--- config.mk ---
export PLATFORM = sky130hd
export DESIGN_NAME = rr_resource_arbiter
export DESIGN_NICKNAME = d
export VERILOG_FILES = /design/src/rtl/rr_resource_arbiter_pkg.sv /design/src/rtl/rr_resource_arbiter_mask_select.sv /design/src/rtl/rr_resource_arbiter.sv
export SDC_FILE = /design/constraint.sdc
export NUM_CORES = 1
export LEC_CHECK = 0
export CORE_MARGIN = 1
export CORE_UTILIZATION = 30
export DETAILED_ROUTE_END_ITERATION = 10
export PLACE_DENSITY = 0.5
export SLEW_MARGIN = 30
export SYNTH_ARGS = -nofsm -noshare
export SYNTH_HDL_FRONTEND = slang
export SYNTH_SLANG_ARGS = --single-unit
--- constraint.sdc ---
create_clock -name iClk -period 2.3 [get_ports iClk]
set_clock_uncertainty 0.1 [all_clocks]
set_input_delay 0.575 -clock iClk [delete_from_list [all_inputs] [get_ports iClk]]
set_output_delay 0.575 -clock iClk [all_outputs]
set_load 0.02 [all_outputs]
--- src/rtl/rr_resource_arbiter_pkg.sv ---
// Shared types and sizing helpers for the round-robin resource arbiter.
package rr_resource_arbiter_pkg;

   typedef enum logic [1:0] {
      ST_IDLE  = 2'd0,
      ST_OFFER = 2'd1,
      ST_BUSY  = 2'd2
   } arb_state_e;

   localparam int DEF_WIDTH = 4;

   // $clog2 that never returns 0, so a 1-entry range still gets a real bit.
   function automatic int clog2_min1(input int value);
      return (value <= 2) ? 1 : $clog2(value);
   endfunction

   localparam int IDX_W = clog2_min1(DEF_WIDTH);

endpackage

--- src/rtl/rr_resource_arbiter_mask_select.sv ---
// Combinational round-robin pick: first set request at or after ptr, as one-hot and index.
module rr_mask_select
   import rr_resource_arbiter_pkg::*;
#(
   parameter int WIDTH   = 4,
   parameter int PTR_W   = clog2_min1(WIDTH)
) (
   input  logic [WIDTH-1:0] req,
   input  logic [PTR_W-1:0] ptr,
   output logic [WIDTH-1:0] win_onehot,
   output logic [PTR_W-1:0] win_idx
);

   logic [2*WIDTH-1:0] rot_dbl;
   logic [2*WIDTH-1:0] back_dbl;
   logic [WIDTH-1:0]   rot;
   logic [WIDTH-1:0]   pick;
   logic [PTR_W-1:0]   pos;

   // Doubling the vector makes the rotation correct for non-power-of-two widths.
   always_comb begin
      rot_dbl    = {req, req} >> ptr;
      rot        = rot_dbl[WIDTH-1:0];
      pick       = rot & (~rot + {{(WIDTH-1){1'b0}}, 1'b1});
      back_dbl   = {pick, pick} << ptr;
      win_onehot = back_dbl[2*WIDTH-1:WIDTH];
   end

   always_comb begin
      win_idx = '0;
      pos     = '0;
      for (int i = 0; i < WIDTH; i++) begin
         pos = PTR_W'(i);
         for (int b = 0; b < PTR_W; b++) begin
            if (pos[b]) win_idx[b] = win_idx[b] | win_onehot[i];
         end
      end
   end

endmodule

--- src/rtl/rr_resource_arbiter.sv ---
// Round-robin arbiter for one shared resource: offer, accept/done hold, timeout release.
module rr_resource_arbiter
   import rr_resource_arbiter_pkg::*;
#(
   parameter int WIDTH    = 4,
   parameter int MAX_HOLD = 64
) (
   input  logic                         iClk,
   input  logic                         iRst,
   input  logic [WIDTH-1:0]             iReq,
   input  logic                         iAccept,
   input  logic                         iDone,
   output logic [WIDTH-1:0]             oGnt,
   output logic [clog2_min1(WIDTH)-1:0] oGntIdx,
   output logic                         oGntValid,
   output logic                         oBusy,
   output logic                         oTimeout
);

   localparam int PTR_W = clog2_min1(WIDTH);
   localparam int CNT_W = clog2_min1(MAX_HOLD + 1);
   localparam logic [CNT_W-1:0] HOLD_LAST = CNT_W'((MAX_HOLD > 0) ? MAX_HOLD - 1 : 0);
   localparam logic [PTR_W-1:0] PTR_LAST  = PTR_W'(WIDTH - 1);

   arb_state_e       state_q, state_d;
   logic [PTR_W-1:0] ptr_q, ptr_d;
   logic [CNT_W-1:0] cnt_q, cnt_d;
   logic [WIDTH-1:0] gnt_q, gnt_d;
   logic [PTR_W-1:0] gnt_idx_q, gnt_idx_d;
   logic             gnt_valid_q, gnt_valid_d;
   logic             busy_q, busy_d;
   logic             timeout_q, timeout_d;

   logic [WIDTH-1:0] win_onehot;
   logic [PTR_W-1:0] win_idx;
   logic             release_now;

   rr_mask_select #(
      .WIDTH (WIDTH),
      .PTR_W (PTR_W)
   ) u_mask_select (
      .req        (iReq),
      .ptr        (ptr_q),
      .win_onehot (win_onehot),
      .win_idx    (win_idx)
   );

   always_comb begin
      state_d     = state_q;
      ptr_d       = ptr_q;
      cnt_d       = cnt_q;
      gnt_d       = gnt_q;
      gnt_idx_d   = gnt_idx_q;
      gnt_valid_d = gnt_valid_q;
      busy_d      = busy_q;
      timeout_d   = 1'b0;
      release_now = 1'b0;

      unique case (state_q)
         ST_IDLE: begin
            if (|iReq) begin
               gnt_d       = win_onehot;
               gnt_idx_d   = win_idx;
               gnt_valid_d = 1'b1;
               state_d     = ST_OFFER;
            end
         end
         ST_OFFER: begin
            // Accept takes precedence over a same-cycle withdrawal.
            if (iAccept) begin
               busy_d  = 1'b1;
               cnt_d   = '0;
               state_d = ST_BUSY;
            end else if (!iReq[gnt_idx_q]) begin
               gnt_d       = '0;
               gnt_idx_d   = '0;
               gnt_valid_d = 1'b0;
               state_d     = ST_IDLE;
            end
         end
         ST_BUSY: begin
            if (cnt_q != {CNT_W{1'b1}}) cnt_d = cnt_q + CNT_W'(1);
            if (iDone) begin
               release_now = 1'b1;
            end else if ((MAX_HOLD != 0) && (cnt_q == HOLD_LAST)) begin
               release_now = 1'b1;
               timeout_d   = 1'b1;
            end
         end
         default: state_d = ST_IDLE;
      endcase

      if (release_now) begin
         ptr_d       = (gnt_idx_q == PTR_LAST) ? '0 : gnt_idx_q + PTR_W'(1);
         gnt_d       = '0;
         gnt_idx_d   = '0;
         gnt_valid_d = 1'b0;
         busy_d      = 1'b0;
         state_d     = ST_IDLE;
      end
   end

   always_ff @(posedge iClk) begin
      if (iRst) begin
         state_q     <= ST_IDLE;
         ptr_q       <= '0;
         cnt_q       <= '0;
         gnt_q       <= '0;
         gnt_idx_q   <= '0;
         gnt_valid_q <= 1'b0;
         busy_q      <= 1'b0;
         timeout_q   <= 1'b0;
      end else begin
         state_q     <= state_d;
         ptr_q       <= ptr_d;
         cnt_q       <= cnt_d;
         gnt_q       <= gnt_d;
         gnt_idx_q   <= gnt_idx_d;
         gnt_valid_q <= gnt_valid_d;
         busy_q      <= busy_d;
         timeout_q   <= timeout_d;
      end
   end

   assign oGnt      = gnt_q;
   assign oGntIdx   = gnt_idx_q;
   assign oGntValid = gnt_valid_q;
   assign oBusy     = busy_q;
   assign oTimeout  = timeout_q;

endmodule

==> flow_results.org <==
** Synthesis
- In the post-synthesis netlist, the cell with the most instances is dfxtp_1.
- Fraction of synthesized cell area taken by the top area cell type :: 37.9%
- In this run, synthesis inferred 0 flip-flops with an integrated enable.
- Post-Syn Area :: 0.00106 mm^2
- Leading cell types by count after synthesis :: dfxtp_1, a21oi_1, nand3_1, nor2_1, nand2_1
- Counting every instance in the synthesized netlist gives 124.
- Number of storage elements in the synthesis netlist :: 20
- The Yosys step of the flow raised 0 warnings.
- Share of async-settable or async-resettable flops after synthesis :: 0%
- A synthesized cell averages 8.53 um^2.
- Synthesized netlist net count :: 134
- Of all cell types, the one taking the most synthesized area is dfxtp_1.
- Count of distinct cell types in the synthesized netlist :: 37
- Primary FF master, synth :: dfxtp_1
- Cells taking the most area after synthesis :: dfxtp_1, a21oi_1, nand3_1, buf_6, nor2_1
- Portion of the post-synthesis area used by sequential elements :: 37.9%

** Power and ir drop
- Total power draw :: 0.826 mW
- Leakage dissipation :: 0.466 nW
- IR analysis of the VDD net gives a maximum drop of 0.203 mV.
- P per Cell Area :: 606 mW/mm^2

** Global route
- M1 GR Usage :: 19.1%
- The initial antenna violation count came to 0.
- The via count of the first global-routing pass is 899.
- Met3 demand-to-capacity share in global routing :: 3.36%
- Entering global routing, the biggest net connects 13 pins.
- Across every metal layer, demand over resource in global routing totals 14.9%.
- The first global-routing pass estimated 4040 um of wire.
- Met2 layer usage reported by global route :: 24.8%
- Residual overflow from global routing :: 0
- After global routing, the most crowded layer is met2.

** Floorplanning
- Once the floorplan was initialized, standard cells occupied 31.4% of the core.
- The die is 61.4 um tall.
- Measured along the x axis, the die boundary spans 61.4 um.
- The floorplan step defined a die boundary enclosing 0.00377 mm^2.
- 17 I/O pins were placed.
- The floorplan step defined a core boundary enclosing 0.00336 mm^2.
- After floorplanning, the core was divided into 21 placement rows.

** STA
- Final setup violating endpoints :: 0
- The number of pins exceeding their max-slew limit in the final report was 0.
- Worst hold slack :: 360 ps
- The worst path uses 93.7% of the clock period.
- For the finished layout, the period the worst path requires is 2160 ps.
- Final hold vios :: 0
- Setup repair after global routing left no endpoint under its margin.
- In this run the tightest slew margin relative to its limit is 67.8%.
- At the pin with the least slew margin, the transition time is 478 ps.
- Static timing analysis puts the maximum clock frequency at 0.464 GHz.

** Layout
- For this run, the post-layout net count is 159.
- Cells with a size suffix above 1 make up 16.9% of the layout.
- The repair_antennas step left the layout with diodes totalling 0.
- Layout fillers :: 386
- P&R area growth vs syn :: 28.8%

** Placed design
- During placement, the flow inserted port buffers numbering 16.
- The congestion estimate from routability-driven global placement came to 0.818.
- Half-perimeter wire length after placement :: 1880 um

** Routing
- DRT antenna net count :: 0
- After detailed routing, the average wire length per cell comes to 12.9 um.
- Dividing the detail-routed via count by the number of cells gives 5.08.
- Overall routed net length :: 2500 um
- Vias after detailed routing :: 985
- After detailed routing, the number of remaining DRC violations is 0.
- The first detailed-routing pass ran for 5 iterations.
- After the first detailed-routing iteration, the DRC count stood at 30.

** Critical path
- The critical path is of the input pin to register type.
- On the worst path, the slowest cell contributes a delay of 550 ps.
- Cell type group with the largest total delay on the critical path :: simple AND/OR/NAND/NOR gates
- Type of destination of the critical path :: register
- Traced cell by cell, the critical path runs through clkdlybuf4s50_1 -> mux4_2 -> or4b_4 -> nand3_1 -> a31oi_1.
- The slowest stage of the critical path belongs to the cell or4b_4.
- Counting both buffers and inverters, the worst setup path holds a total of 1.
- Register-to-Register Path Depth :: 4
- The worst register-to-register path begins at oGntIdx[0].
- The worst setup path is launched from an input pin.
- Data required time at the worst endpoint :: 2380 ps
- Reg2Reg Setup Slack :: 450 ps
- Endpoint of the lowest-slack register-to-register path :: oGntIdx[1]
- Of all nets on the critical path, the largest fanout is 7.
- At the worst endpoint, the arrival time is 2240 ps.

** CTS
- Clock tree synthesis inserted a total of 3 buffers.
- The longest clock path from root to sink contains 2 buffers.
- Number of levels in the clock H-tree :: 1
- Skew-Pair Late Insertion Delay :: 300 ps
- Master cell of the clock root buffer :: clkbuf_4
- Worst-path clk slew :: 120 ps
- Count of hold-fix buffers inserted at cts :: 0
- The clock drives 20 sinks.
- TritonCTS clock tree :: built
- Buffers added to address setup during post-CTS repair amount to 0.

** Min path
- Classification of the worst-slack hold path :: register to register
- Depth of the worst hold-timing path :: 2
- For hold timing, the worst endpoint is oBusy.
- Worst hold path startpoint :: oBusy

** Job
- The tool flagged a number of max-cap violations equal to 0.

** Status
- Result of the run :: finished clean
placed cells by master, fill, tap and decap left out, types with 3 or more instances in the layout:
cell type	netlist	final
a21oi_1	16	16
buf_4	0	12
clkbuf_4	0	3
clkdlybuf4s50_1	0	16
dfxtp_1	20	20
inv_1	4	4
mux2i_1	3	3
nand2_1	6	6
nand2b_1	3	3
nand3_1	11	11
nor2_1	10	10
o21ai_0	4	4
or2_2	3	3
or3_1	5	5
sequential cells by signal, indices dropped and copies added (netlist names):
register / flops
cnt_q: 7
oGnt: 4
oGntIdx: 2
ptr_q: 2
state_q: 2
oBusy: 1
oGntValid: 1
oTimeout: 1
through the flow:
stage	instance area, um^2	setup TNS [ps]	worst slack, ps	instances	util (%)
floorplan	1060	0	161	124	-
global placement	1300	-1100	-187	190	38.8
detailed placement	1300	-1160	-195	190	38.8
CTS	1360	0	143	194	40.3
global route	1360	0	102	194	40.5
finish	1360	0	145	194	40.5
worst reg2reg max path: stages (launching register included):
cell and delay (ps):
dfxtp_1 390, mux4_2 520, or4b_4 550, nand3_1 110
a31oi_1 80
metal layers:
| layer | wire length, um | vias to the layer above |
|---|---|---|
| met1 | 1200 | 466 |
| li1 | - | 501 |
| met5 | 0 | - |
| met2 | 1190 | 16 |
| met3 | 92 | 2 |
| met4 | 17 | 0 |
cells by family (layout without fill, tap and decap cells):
| group | after synthesis | after routing | share of synthesized area (%) |
|---|---|---|---|
| mux | 4 | 4 | 4.97 |
| buf+inv | 12 | 36 | 7.22 |
| fa+ha+maj | 2 | 2 | 2.37 |
| flops | 20 | 20 | 37.9 |
| compound gates | 34 | 34 | 20.6 |
| simple gates | 51 | 51 | 26.2 |
| xor+xnor | 1 | 1 | 0.829 |
final cells by class:
| class | count | area [um^2] | share of cell area (%) |
|---|---|---|---|
| multi-input combinational | 92 | 586 | 43.0 |
| sequential | 20 | 400 | 29.4 |
| timing repair buffer | 28 | 250 | 18.4 |
| tap | 46 | 57.6 | 4.23 |
| clock inverter | 1 | 30.0 | 2.21 |
| clock buffer | 3 | 22.5 | 1.65 |
| inverter | 4 | 15.0 | 1.10 |
what timing repair did:
action | CTS | global route
endpoints found under the setup margin | 0 | 2
hold endpoints to repair | 0 | 0
resized for setup | 0 | 1
how the worst max path moves through the flow:
stage | from | endpoint | slack (ps) | cells past startpoint
floorplan | iReq[2] | oGntIdx[1] | 160 | 6
global placement | iReq[0] | oGntIdx[1] | -190 | 7
detailed placement | iReq[2] | oGntIdx[1] | -200 | 5
CTS | iReq[0] | oGntIdx[1] | 140 | 7
global route | iReq[2] | oGntIdx[1] | 100 | 5
finish | iReq[2] | oGntIdx[1] | 140 | 5
power breakdown:
group / total (mW) / switching [mW] / internal (mW) / leakage, nW
logic: 0.157 / 0.0761 / 0.0807 / 0.275
clock network: 0.285 / 0.109 / 0.176 / 0.0279
registers: 0.383 / 0.0208 / 0.363 / 0.163
total: 0.826 / 0.206 / 0.619 / 0.466
Note: power is estimated with default switching activity, not from simulation.
